File: config.mk
export PLATFORM = sky130hd
export DESIGN_NAME = mem_xfer
export DESIGN_NICKNAME = d
export VERILOG_FILES = /design/src/rtl/chip8_pkg.sv /design/src/rtl/bcd_conv.sv /design/src/rtl/mem_xfer.sv
export SDC_FILE = /design/constraint.sdc
export NUM_CORES = 1
export LEC_CHECK = 0
export BUFFER_PORTS_ARGS = -buffer_cell sky130_fd_sc_hd__buf_2
export CORE_ASPECT_RATIO = 0.6
export CORE_UTILIZATION = 30
export DETAILED_ROUTE_END_ITERATION = 6
export MAX_ROUTING_LAYER = met4
export PLACE_DENSITY = 0.59
export SYNTH_ARGS = -nofsm -noshare
export SYNTH_HDL_FRONTEND = slang
export SYNTH_HIERARCHICAL = 1
export SYNTH_SLANG_ARGS = --single-unit
File: constraint.sdc
create_clock -name clk -period 4.55 [get_ports clk]
set_clock_uncertainty 0.05 [all_clocks]
set_input_delay 0.455 -clock clk [delete_from_list [all_inputs] [get_ports clk]]
set_output_delay 0.455 -clock clk [all_outputs]
set_load 0.01 [all_outputs]
File: src/rtl/chip8_pkg.sv
// Shared definitions for the CHIP-8 memory transfer unit (FX55 / FX65 / FX33).
// Operation encodings, bus widths, the transfer FSM state type and small
// helpers for chunked register loads live here.
package chip8_pkg;

    localparam int ADDR_W       = 12;
    localparam int DATA_W       = 8;
    localparam int IDX_W        = 4;
    localparam int MAX_READ_LEN = 15;
    localparam int BUF_W        = DATA_W * MAX_READ_LEN;

    typedef enum logic [1:0] {
        OP_STORE = 2'd0,
        OP_LOAD  = 2'd1,
        OP_BCD   = 2'd2,
        OP_RSVD  = 2'd3
    } op_e;

    typedef enum logic [2:0] {
        IDLE,
        STORE,
        LOAD_REQ,
        LOAD_CAP,
        LOAD_WB,
        BCD,
        DONE
    } state_e;

    // Bytes still to load (last index + 1 - base), clamped to one read burst.
    function automatic logic [IDX_W-1:0] read_len(input logic [IDX_W-1:0] last,
                                                  input logic [IDX_W:0]   base);
        logic [IDX_W:0] remaining;
        remaining = {1'b0, last} + 5'd1 - base;
        if (remaining > 5'(MAX_READ_LEN))
            return 4'(MAX_READ_LEN);
        return remaining[IDX_W-1:0];
    endfunction

    // Byte k of an n-byte burst; the first byte occupies the highest used lane.
    function automatic logic [DATA_W-1:0] buf_byte(input logic [BUF_W-1:0] data,
                                                   input logic [IDX_W-1:0] n,
                                                   input logic [IDX_W-1:0] k);
        int sh;
        sh = DATA_W * (int'(n) - 1 - int'(k));
        return 8'(data >> sh);
    endfunction

endpackage

File: src/rtl/bcd_conv.sv
// Combinational binary-to-BCD conversion of an 8-bit value into
// hundreds, tens and ones digits.
module bcd_conv
    import chip8_pkg::*;
(
    input  logic [DATA_W-1:0] bin_i,
    output logic [3:0]        hundreds_o,
    output logic [3:0]        tens_o,
    output logic [3:0]        ones_o
);

    // Constant divisors keep this a pure arithmetic network.
    always_comb begin
        hundreds_o = 4'(bin_i / 8'd100);
        tens_o     = 4'((bin_i / 8'd10) % 8'd10);
        ones_o     = 4'(bin_i % 8'd10);
    end

endmodule

File: src/rtl/mem_xfer.sv
// CHIP-8 memory transfer engine: FX55 register store, FX65 register load in
// bursts of up to 15 bytes, and FX33 BCD store. Optional macro
// CHIP8_I_INCR_EN enables the COSMAC quirk that advances I by x+1 after
// store/load; without it the I update port is tied off.
module mem_xfer
    import chip8_pkg::*;
(
    input  logic              clk,
    input  logic              rst,
    input  logic              start,
    input  logic [1:0]        op,
    input  logic [IDX_W-1:0]  x,
    input  logic [ADDR_W-1:0] i_addr,
    input  logic [DATA_W-1:0] vx_in,
    output logic [IDX_W-1:0]  reg_rd_idx,
    input  logic [DATA_W-1:0] reg_rd_data,
    output logic              reg_wr_en,
    output logic [IDX_W-1:0]  reg_wr_idx,
    output logic [DATA_W-1:0] reg_wr_data,
    output logic              mem_we,
    output logic [ADDR_W-1:0] mem_addr,
    output logic [DATA_W-1:0] mem_wdata,
    output logic [IDX_W-1:0]  mem_read_len,
    input  logic [BUF_W-1:0]  mem_rdata,
    output logic              busy,
    output logic              done,
    output logic              i_wr_en,
    output logic [ADDR_W-1:0] i_wr_data
);

    state_e              state_q;
    op_e                 op_q;
    logic [IDX_W-1:0]    x_q;
    logic [ADDR_W-1:0]   i_q;
    logic [DATA_W-1:0]   vx_q;
    logic [IDX_W-1:0]    k_q;
    logic [IDX_W-1:0]    base_q;
    logic [IDX_W-1:0]    len_q;
    logic [BUF_W-1:0]    buf_q;

    logic                busy_q;
    logic                done_q;
    logic                mem_we_q;
    logic [ADDR_W-1:0]   mem_addr_q;
    logic [DATA_W-1:0]   mem_wdata_q;
    logic [IDX_W-1:0]    mem_read_len_q;
    logic [IDX_W-1:0]    reg_rd_idx_q;
    logic                reg_wr_en_q;
    logic [IDX_W-1:0]    reg_wr_idx_q;
    logic [DATA_W-1:0]   reg_wr_data_q;
`ifdef CHIP8_I_INCR_EN
    logic                i_wr_en_q;
    logic [ADDR_W-1:0]   i_wr_data_q;
`endif

    logic [DATA_W-1:0]   bcd_src;
    logic [3:0]          hundreds;
    logic [3:0]          tens;
    logic [3:0]          ones;
    logic [IDX_W:0]      next_base;

    // The first BCD digit is produced on the accept cycle, before vx_q holds it.
    assign bcd_src   = (state_q == IDLE) ? vx_in : vx_q;
    assign next_base = {1'b0, base_q} + {1'b0, len_q};

    bcd_conv u_bcd (
        .bin_i      (bcd_src),
        .hundreds_o (hundreds),
        .tens_o     (tens),
        .ones_o     (ones)
    );

    // Transfer FSM; every output register is loaded with its value for the state being entered.
    always_ff @(posedge clk) begin
        if (rst) begin
            state_q        <= IDLE;
            op_q           <= OP_STORE;
            x_q            <= '0;
            i_q            <= '0;
            vx_q           <= '0;
            k_q            <= '0;
            base_q         <= '0;
            len_q          <= '0;
            buf_q          <= '0;
            busy_q         <= 1'b0;
            done_q         <= 1'b0;
            mem_we_q       <= 1'b0;
            mem_addr_q     <= '0;
            mem_wdata_q    <= '0;
            mem_read_len_q <= '0;
            reg_rd_idx_q   <= '0;
            reg_wr_en_q    <= 1'b0;
            reg_wr_idx_q   <= '0;
            reg_wr_data_q  <= '0;
`ifdef CHIP8_I_INCR_EN
            i_wr_en_q      <= 1'b0;
            i_wr_data_q    <= '0;
`endif
        end else begin
            done_q         <= 1'b0;
            mem_we_q       <= 1'b0;
            reg_wr_en_q    <= 1'b0;
            mem_read_len_q <= '0;
`ifdef CHIP8_I_INCR_EN
            i_wr_en_q      <= 1'b0;
`endif
            case (state_q)
                IDLE: begin
                    if (start) begin
                        op_q       <= op_e'(op);
                        x_q        <= x;
                        i_q        <= i_addr;
                        vx_q       <= vx_in;
                        k_q        <= '0;
                        base_q     <= '0;
                        busy_q     <= 1'b1;
                        mem_addr_q <= i_addr;
                        case (op_e'(op))
                            OP_STORE: begin
                                state_q      <= STORE;
                                mem_we_q     <= 1'b1;
                                reg_rd_idx_q <= '0;
                            end
                            OP_LOAD: begin
                                state_q        <= LOAD_REQ;
                                mem_read_len_q <= read_len(x, 5'd0);
                            end
                            OP_BCD: begin
                                state_q     <= BCD;
                                mem_we_q    <= 1'b1;
                                mem_wdata_q <= {4'd0, hundreds};
                            end
                            default: begin
                                state_q <= DONE;
                                done_q  <= 1'b1;
                            end
                        endcase
                    end
                end
                STORE: begin
                    if (k_q == x_q) begin
                        state_q <= DONE;
                        done_q  <= 1'b1;
`ifdef CHIP8_I_INCR_EN
                        i_wr_en_q   <= 1'b1;
                        i_wr_data_q <= i_q + {8'd0, x_q} + 12'd1;
`endif
                    end else begin
                        k_q          <= k_q + 4'd1;
                        mem_we_q     <= 1'b1;
                        mem_addr_q   <= mem_addr_q + 12'd1;
                        reg_rd_idx_q <= k_q + 4'd1;
                    end
                end
                LOAD_REQ: begin
                    state_q        <= LOAD_CAP;
                    mem_read_len_q <= mem_read_len_q;
                end
                LOAD_CAP: begin
                    state_q       <= LOAD_WB;
                    buf_q         <= mem_rdata;
                    len_q         <= mem_read_len_q;
                    k_q           <= '0;
                    reg_wr_en_q   <= 1'b1;
                    reg_wr_idx_q  <= base_q;
                    reg_wr_data_q <= buf_byte(mem_rdata, mem_read_len_q, 4'd0);
                end
                LOAD_WB: begin
                    if (k_q + 4'd1 == len_q) begin
                        if (next_base <= {1'b0, x_q}) begin
                            state_q        <= LOAD_REQ;
                            base_q         <= next_base[IDX_W-1:0];
                            mem_addr_q     <= i_q + {7'd0, next_base};
                            mem_read_len_q <= read_len(x_q, next_base);
                        end else begin
                            state_q <= DONE;
                            done_q  <= 1'b1;
`ifdef CHIP8_I_INCR_EN
                            i_wr_en_q   <= 1'b1;
                            i_wr_data_q <= i_q + {8'd0, x_q} + 12'd1;
`endif
                        end
                    end else begin
                        k_q           <= k_q + 4'd1;
                        reg_wr_en_q   <= 1'b1;
                        reg_wr_idx_q  <= base_q + k_q + 4'd1;
                        reg_wr_data_q <= buf_byte(buf_q, len_q, k_q + 4'd1);
                    end
                end
                BCD: begin
                    if (k_q == 4'd2) begin
                        state_q <= DONE;
                        done_q  <= 1'b1;
                    end else begin
                        k_q         <= k_q + 4'd1;
                        mem_we_q    <= 1'b1;
                        mem_addr_q  <= mem_addr_q + 12'd1;
                        mem_wdata_q <= {4'd0, (k_q == 4'd0) ? tens : ones};
                    end
                end
                DONE: begin
                    state_q <= IDLE;
                    busy_q  <= 1'b0;
                end
                default: begin
                    state_q <= IDLE;
                    busy_q  <= 1'b0;
                end
            endcase
        end
    end

    // Store data comes straight from the register file read port in the same cycle.
    assign mem_wdata    = (mem_we_q && op_q == OP_STORE) ? reg_rd_data : mem_wdata_q;
    assign reg_rd_idx   = reg_rd_idx_q;
    assign busy         = busy_q;
    assign done         = done_q;
    assign mem_we       = mem_we_q;
    assign mem_addr     = mem_addr_q;
    assign mem_read_len = mem_read_len_q;
    assign reg_wr_en    = reg_wr_en_q;
    assign reg_wr_idx   = reg_wr_idx_q;
    assign reg_wr_data  = reg_wr_data_q;
`ifdef CHIP8_I_INCR_EN
    assign i_wr_en      = i_wr_en_q;
    assign i_wr_data    = i_wr_data_q;
`else
    assign i_wr_en      = 1'b0;
    assign i_wr_data    = '0;
`endif

endmodule
# Word level (Yosys, flattened, before mapping)
# Cells that the tools add are included.
# word_totals
out_inout_bits,57
in_bits,157
regBits,205
word_cells,154
# op_classes
add_sub_neg,12
shift,2
n_mux,70
reduce_logical,23
div_mod_pow,4
eq_ne,20
n_bitwise,1
magnitude_cmp,3
# ops
op,count
$shr 120x32->8,2
$mux 4,18
$mux 12,5
$mux 8,6
$pmux 12 s4,1
$pmux 8 s2,2
$pmux 4 s2,3
$mux 1,22
$pmux 4 s5,1
$pmux 3 s6,1
$mod 8x4->8 const B,2
$ne 2x2->1 const B,8
$reduce_and 4->1,4
$mux 3,5
$add 12x1->12 const B,1
$add 12x5->12,1
$pmux 4 s3,1
$add 4x1->5 const B,2
$gt 5x4->1 const B,2
$sub 4x1->5 const B,2
$pmux 3 s3,1
$add 4x1->4 const B,2
$div 8x4->8 const B,1
$div 8x7->8 const B,1
30 further kinds,41

# Logic depth before layout (Yosys ltp)
# logic_depth
depth_word,12
depth_mapped,22
depth_no_buf,18

# Hierarchy
# The synthesis kept the hierarchy.
# modules_own_cells
mod,area_per_inst_um2,seq_area_each_um2,instances,cells_each
mem_xfer,11373.4,4023.9,1,1408
bcd_conv,905.9,0.0,1,127

# Worst setup path after synthesis
# Ideal clock, no wire load.
# synth_timing
kind,register -> register
from,register state_q[2]
to,register mem_wdata_q[3]
setup_time_ns,0.065
stages_incl_launch_ff,23
period_less_slack_ns,3.563
path_buffers,4
setup_slack_ns,0.987
required_ns,4.435
t_arrival_ns,3.448
cell_sequence,dfxtp_1 > buf_2 > nor3_1 > clkbuf_1 > nand2_1 > nand2_1 > buf_2 > buf_2 > xor2_1 > nor2_1 > a21oi_1 > o21ai_0 > inv_1 > ha_1 > o2111ai_4 > a31o_2 > ha_1 > a211o_1 > o211ai_1 > mux2i_1 > o21ai_0 > mux2i_1 > nor2_1
# synth_between
elab_chain_cells,7
elab_cells_between_ends,17
classes_between,div: 4; eq/ne: 4; mux: 6; reduce/logical: 3
# synth_lines
element,line,rtl
from (decl),mem_xfer.sv:31,state_e state_q;
from (signal assigned),mem_xfer.sv:76,state_q <= IDLE;
from (signal assigned),mem_xfer.sv:120,state_q <= STORE;
from (signal assigned),mem_xfer.sv:125,state_q <= LOAD_REQ;
$logic_not 3->1,mem_xfer.sv:63,assign bcd_src = (state_q == IDLE) ? vx_in : vx_q;
$mux 8,mem_xfer.sv:63,
via bcd_src[7],mem_xfer.sv:56,logic [DATA_W-1:0] bcd_src;
$div 8x4->8,bcd_conv.sv:15,tens_o = 4'((bin_i / 8'd10) % 8'd10);
$mod 8x4->8,bcd_conv.sv:15,
via tens[3],mem_xfer.sv:58,logic [3:0] tens;
$mux 4,mem_xfer.sv:198,"mem_wdata_q <= {4'd0, (k_q == 4'd0) ? tens : ones};"
$mux 8,mem_xfer.sv:191,if (k_q == 4'd2) begin
$pmux 8 s2,mem_xfer.sv:107,case (state_q)
to (signal assigned),mem_xfer.sv:131,"mem_wdata_q <= {4'd0, hundreds};"
to (signal assigned),mem_xfer.sv:198,
to (decl),mem_xfer.sv:45,logic [DATA_W-1:0] mem_wdata_q;
# The timed path passes the listed nets, and every way through them passes these cells. The select of a mux whose other input is x is not followed.
# A chain may end at the register's enable or synchronous reset.

# Worst setup path in the final report
# layout_timing
from,register state_q[2]
to,register mem_wdata_q[1]
# Same word-level chain as after synthesis.

==> results.cfg <==
[critical_path]
rr_endpoint = mem_wdata_q[1]
rr_worst_depth = 18
cpLargestDelayFamily = compound AO/OA/AOI/OAI gates
r2r_slack_ns = 0.45
cp.required_ns = 4.95
critical_path_arrival_ns = 4.51
slowest_delay_ns = 0.47
crit_buf_inv = 3
slowest_stage = or3_1
critPathKind = reg -> reg
crit_path_end_kind = flip-flop
reg2reg_from = state_q[2]
path_cells = buf_4, or3_1, nand2_1, nand2_1, buf_4, nor3_1, a22oi_1, o21ai_0, inv_1, ha_1, a2111o_1, o22a_4, a21bo_1, a22oi_2, mux2i_1, o21ai_0, mux2i_1, nor2_1
crit_fanout = 22
crit_path_start_kind = flip-flop

[yosys]
synth_edf_count = 0
ys.warnings.count = 6
syn_area_um2 = 12280
ys_async_sr_fraction_pct = 0
synth_ff_type = dfxtp_1
netlist_instances = 1535
synth_top_family_by_area = simple AND/OR/NAND/NOR gates
synth_seq_cells = 201
synth_compound_area_share_pct = 19.83
synth_xor_area_share_pct = 3.587
avgSynthCellArea_um2 = 8.000
synthSimpleGateAreaFrac_pct = 21.51
ys_seq_area_share_pct = 32.77
synth_fa_ha_area_share_pct = 4.483
synth_cell_type_count = 94
yosys-mux-area-fraction_pct = 11.72

[die]
std_cell_rows = 56
die-width_um = 263.2
initial_core_util_pct = 30.96
ios = 214
core_um2 = 39660
die_area_um2 = 41770
die_y_um = 158.7

[power_and_ir_drop]
p_leak_nw = 5.800
total_power_mw = 7.932
peakVddDrop_mv = 0.2795
p_per_area_nw_per_um2 = 547.3

[cts]
clk-insertion-delay-late_ns = 0.53
clock-sinks = 201
clk_path_buf_depth = 3
ctsHtreeMaxLevel = 1
cts_setup_buffers = 0
numCtsBuffers = 23
cts_root_buf = clkbuf_16
cts_tree = done
path_clk_slew_ns = 0.07

[global_route]
antenna_found_initial = 4
grt_max_degree = 115
grt_use_total_pct = 20.53
grt_overflow = 0
grt_pass1_wl_mm = 65.53
grt_pass1_vias = 10915

[layout]
fillers = 4121
final_common_cell = nand2_1
seq_area_um2 = 4025
multi_input_area_um2 = 7610
mostFrequentLayoutCells = 408 x nand2_1, 200 x dfxtp_1, 199 x buf_2
drive_above_1_share_pct = 21.20
syn2layout_area_growth_pct = 18.02
final_nets = 1877

[placed_design]
gp_congestion = 0.9559
hpwl_mm = 32.19
numPortBuffers = 200

[min_path]
min_from = i_addr[5]
whs_path_depth = 3
hold_class = in -> reg
hold_end = i_q[5]

[sta]
worstMarginPinSlew_ns = 1.249
hold_viol = 0
finalSetupViolCount = 0
tns_ns = 0
relSlewSlack_pct = 16.65
period_share_pct = 90.17
maxSlewViolCount = 0
period_minus_slack_ns = 4.103
rsz0062_at_grt = no
fmax_mhz = 243.7

[routing]
drtIter0Drc = 1120
via_per_inst = 5.318
remaining_drc_errors = 0
wl_mm = 42.93
postRouteAntennaNets = 0
vias = 11795
dr.pass1.iters = 5
avgRoutedWirePerCell_um = 19.36

[run]
max_cap_violations = 0

[outcome]
status = completed
[metrics by stage]
step	worst slack [ns]	hold slack [ns]	instance area (um^2)	std cells	util, %
finish	0.4471	0.1226	14490	2218	36.54
global route	0.1511	0.1037	14490	2217	36.54
CTS	0.2527	0.09512	14480	2215	36.51
detailed placement	0.2783	0.3956	13690	2177	34.52
global placement	0.4230	0.3893	13690	2177	34.52
floorplan	0.9867	0.3829	12330	1548	-
[power breakdown]
group	switching [mW]	internal, mW
Combinational	2.36	1.43
Sequential	0.178	1.96
Clock	0.784	1.21
[sequential cells by signal, summed over array words and instances (netlist names)]
name	cells
state_q	3
buf_q	120
reg_wr_idx	4
mem_read_len	4
x_q	4
i_q	12
len_q	4
done	1
busy	1
op_q	2
reg_rd_idx	4
reg_wr_en	1
vx_q	8
mem_we	1
mem_wdata_q	4
k_q	4
base_q	4
reg_wr_data	8
mem_addr	12
[worst register-to-register path, cell delays in order (launching register included)]
cell      delay [ns]
dfxtp_1         0.32
buf_4           0.20
or3_1           0.48
nand2_1         0.11
nand2_1         0.07
buf_4           0.19
nor3_1          0.29
a22oi_1         0.11
o21ai_0         0.44
inv_1           0.10
ha_1            0.33
a2111o_1        0.31
o22a_4          0.22
a21bo_1         0.19
a22oi_2         0.18
mux2i_1         0.09
o21ai_0         0.17
mux2i_1         0.09
nor2_1          0.11
[area by class of cell]
type / instances / area share (%)
Clock buffer: 28 / 4.377
Inverter: 44 / 1.140
Timing Repair Buffer: 231 / 8.556
Tap cell: 522 / 4.507
Clock inverter: 10 / 1.088
Antenna cell: 3 / 0.05180
Multi-Input combinational cell: 1179 / 52.51
Sequential cell: 201 / 27.77
[metal layers]
metal	up-vias	wire (um)	track usage [%]
met5	-	0	-
met3	71	3188	3.986
li1	5648	-	-
met2	449	16850	27.01
met4	0	1206	5.981
met1	5627	21680	30.87
[cells by family after synthesis]
family	Yosys count
buffers and inverters	168
AO/OA/AOI/OAI	376
other	2
flip-flops	201
AND/OR/NAND/NOR	608
adder cells (fa/ha/maj)	42
XOR/XNOR	46
multiplexers	92
[synth_stat cells, types with 11 or more instances]
master	number	area share [%]
o21ai_0	34	1.4
buf_2	17	0.69
inv_1	41	1.3
ha_1	36	3.7
xor2_1	24	1.7
xnor2_1	19	1.4
buf_1	13	0.40
buf_4	18	1.1
nor2_1	66	2.0
nand2b_1	14	0.71
and3_1	11	0.56
dfxtp_1	201	33
clkbuf_1	73	2.2
nor2b_1	13	0.66
nand2_1	408	12
o211ai_1	13	0.79
mux2_2	14	1.3
nand3_1	24	0.98
nor3_1	20	0.82
mux2i_1	38	3.1
mux4_2	40	7.3
a22oi_1	14	0.86
a31oi_1	11	0.56
a221oi_1	16	1.1
a21oi_1	190	7.7
a211oi_1	14	0.86
[repair_timing]
item,CTS,global route
endpoints found under the setup margin,0,3
resized for setup,0,1
hold buffers,0,0
[how the worst max path moves through the flow]
| stage | start | endpoint | slack (ns) | cells after the start |
|---|---|---|---|---|
| final | state_q[2] | mem_wdata_q[1] | 0.45 | 18 |
| after global routing | state_q[2] | mem_wdata_q[2] | 0.15 | 18 |
| after CTS | state_q[0] | mem_wdata_q[1] | 0.25 | 15 |
| after detailed placement | state_q[2] | mem_wdata_q[1] | 0.28 | 15 |
| after global placement | state_q[2] | mem_wdata_q[1] | 0.42 | 15 |
| after floorplan | state_q[2] | mem_wdata_q[3] | 0.99 | 22 |
Note: power is estimated with default switching activity, not from simulation.
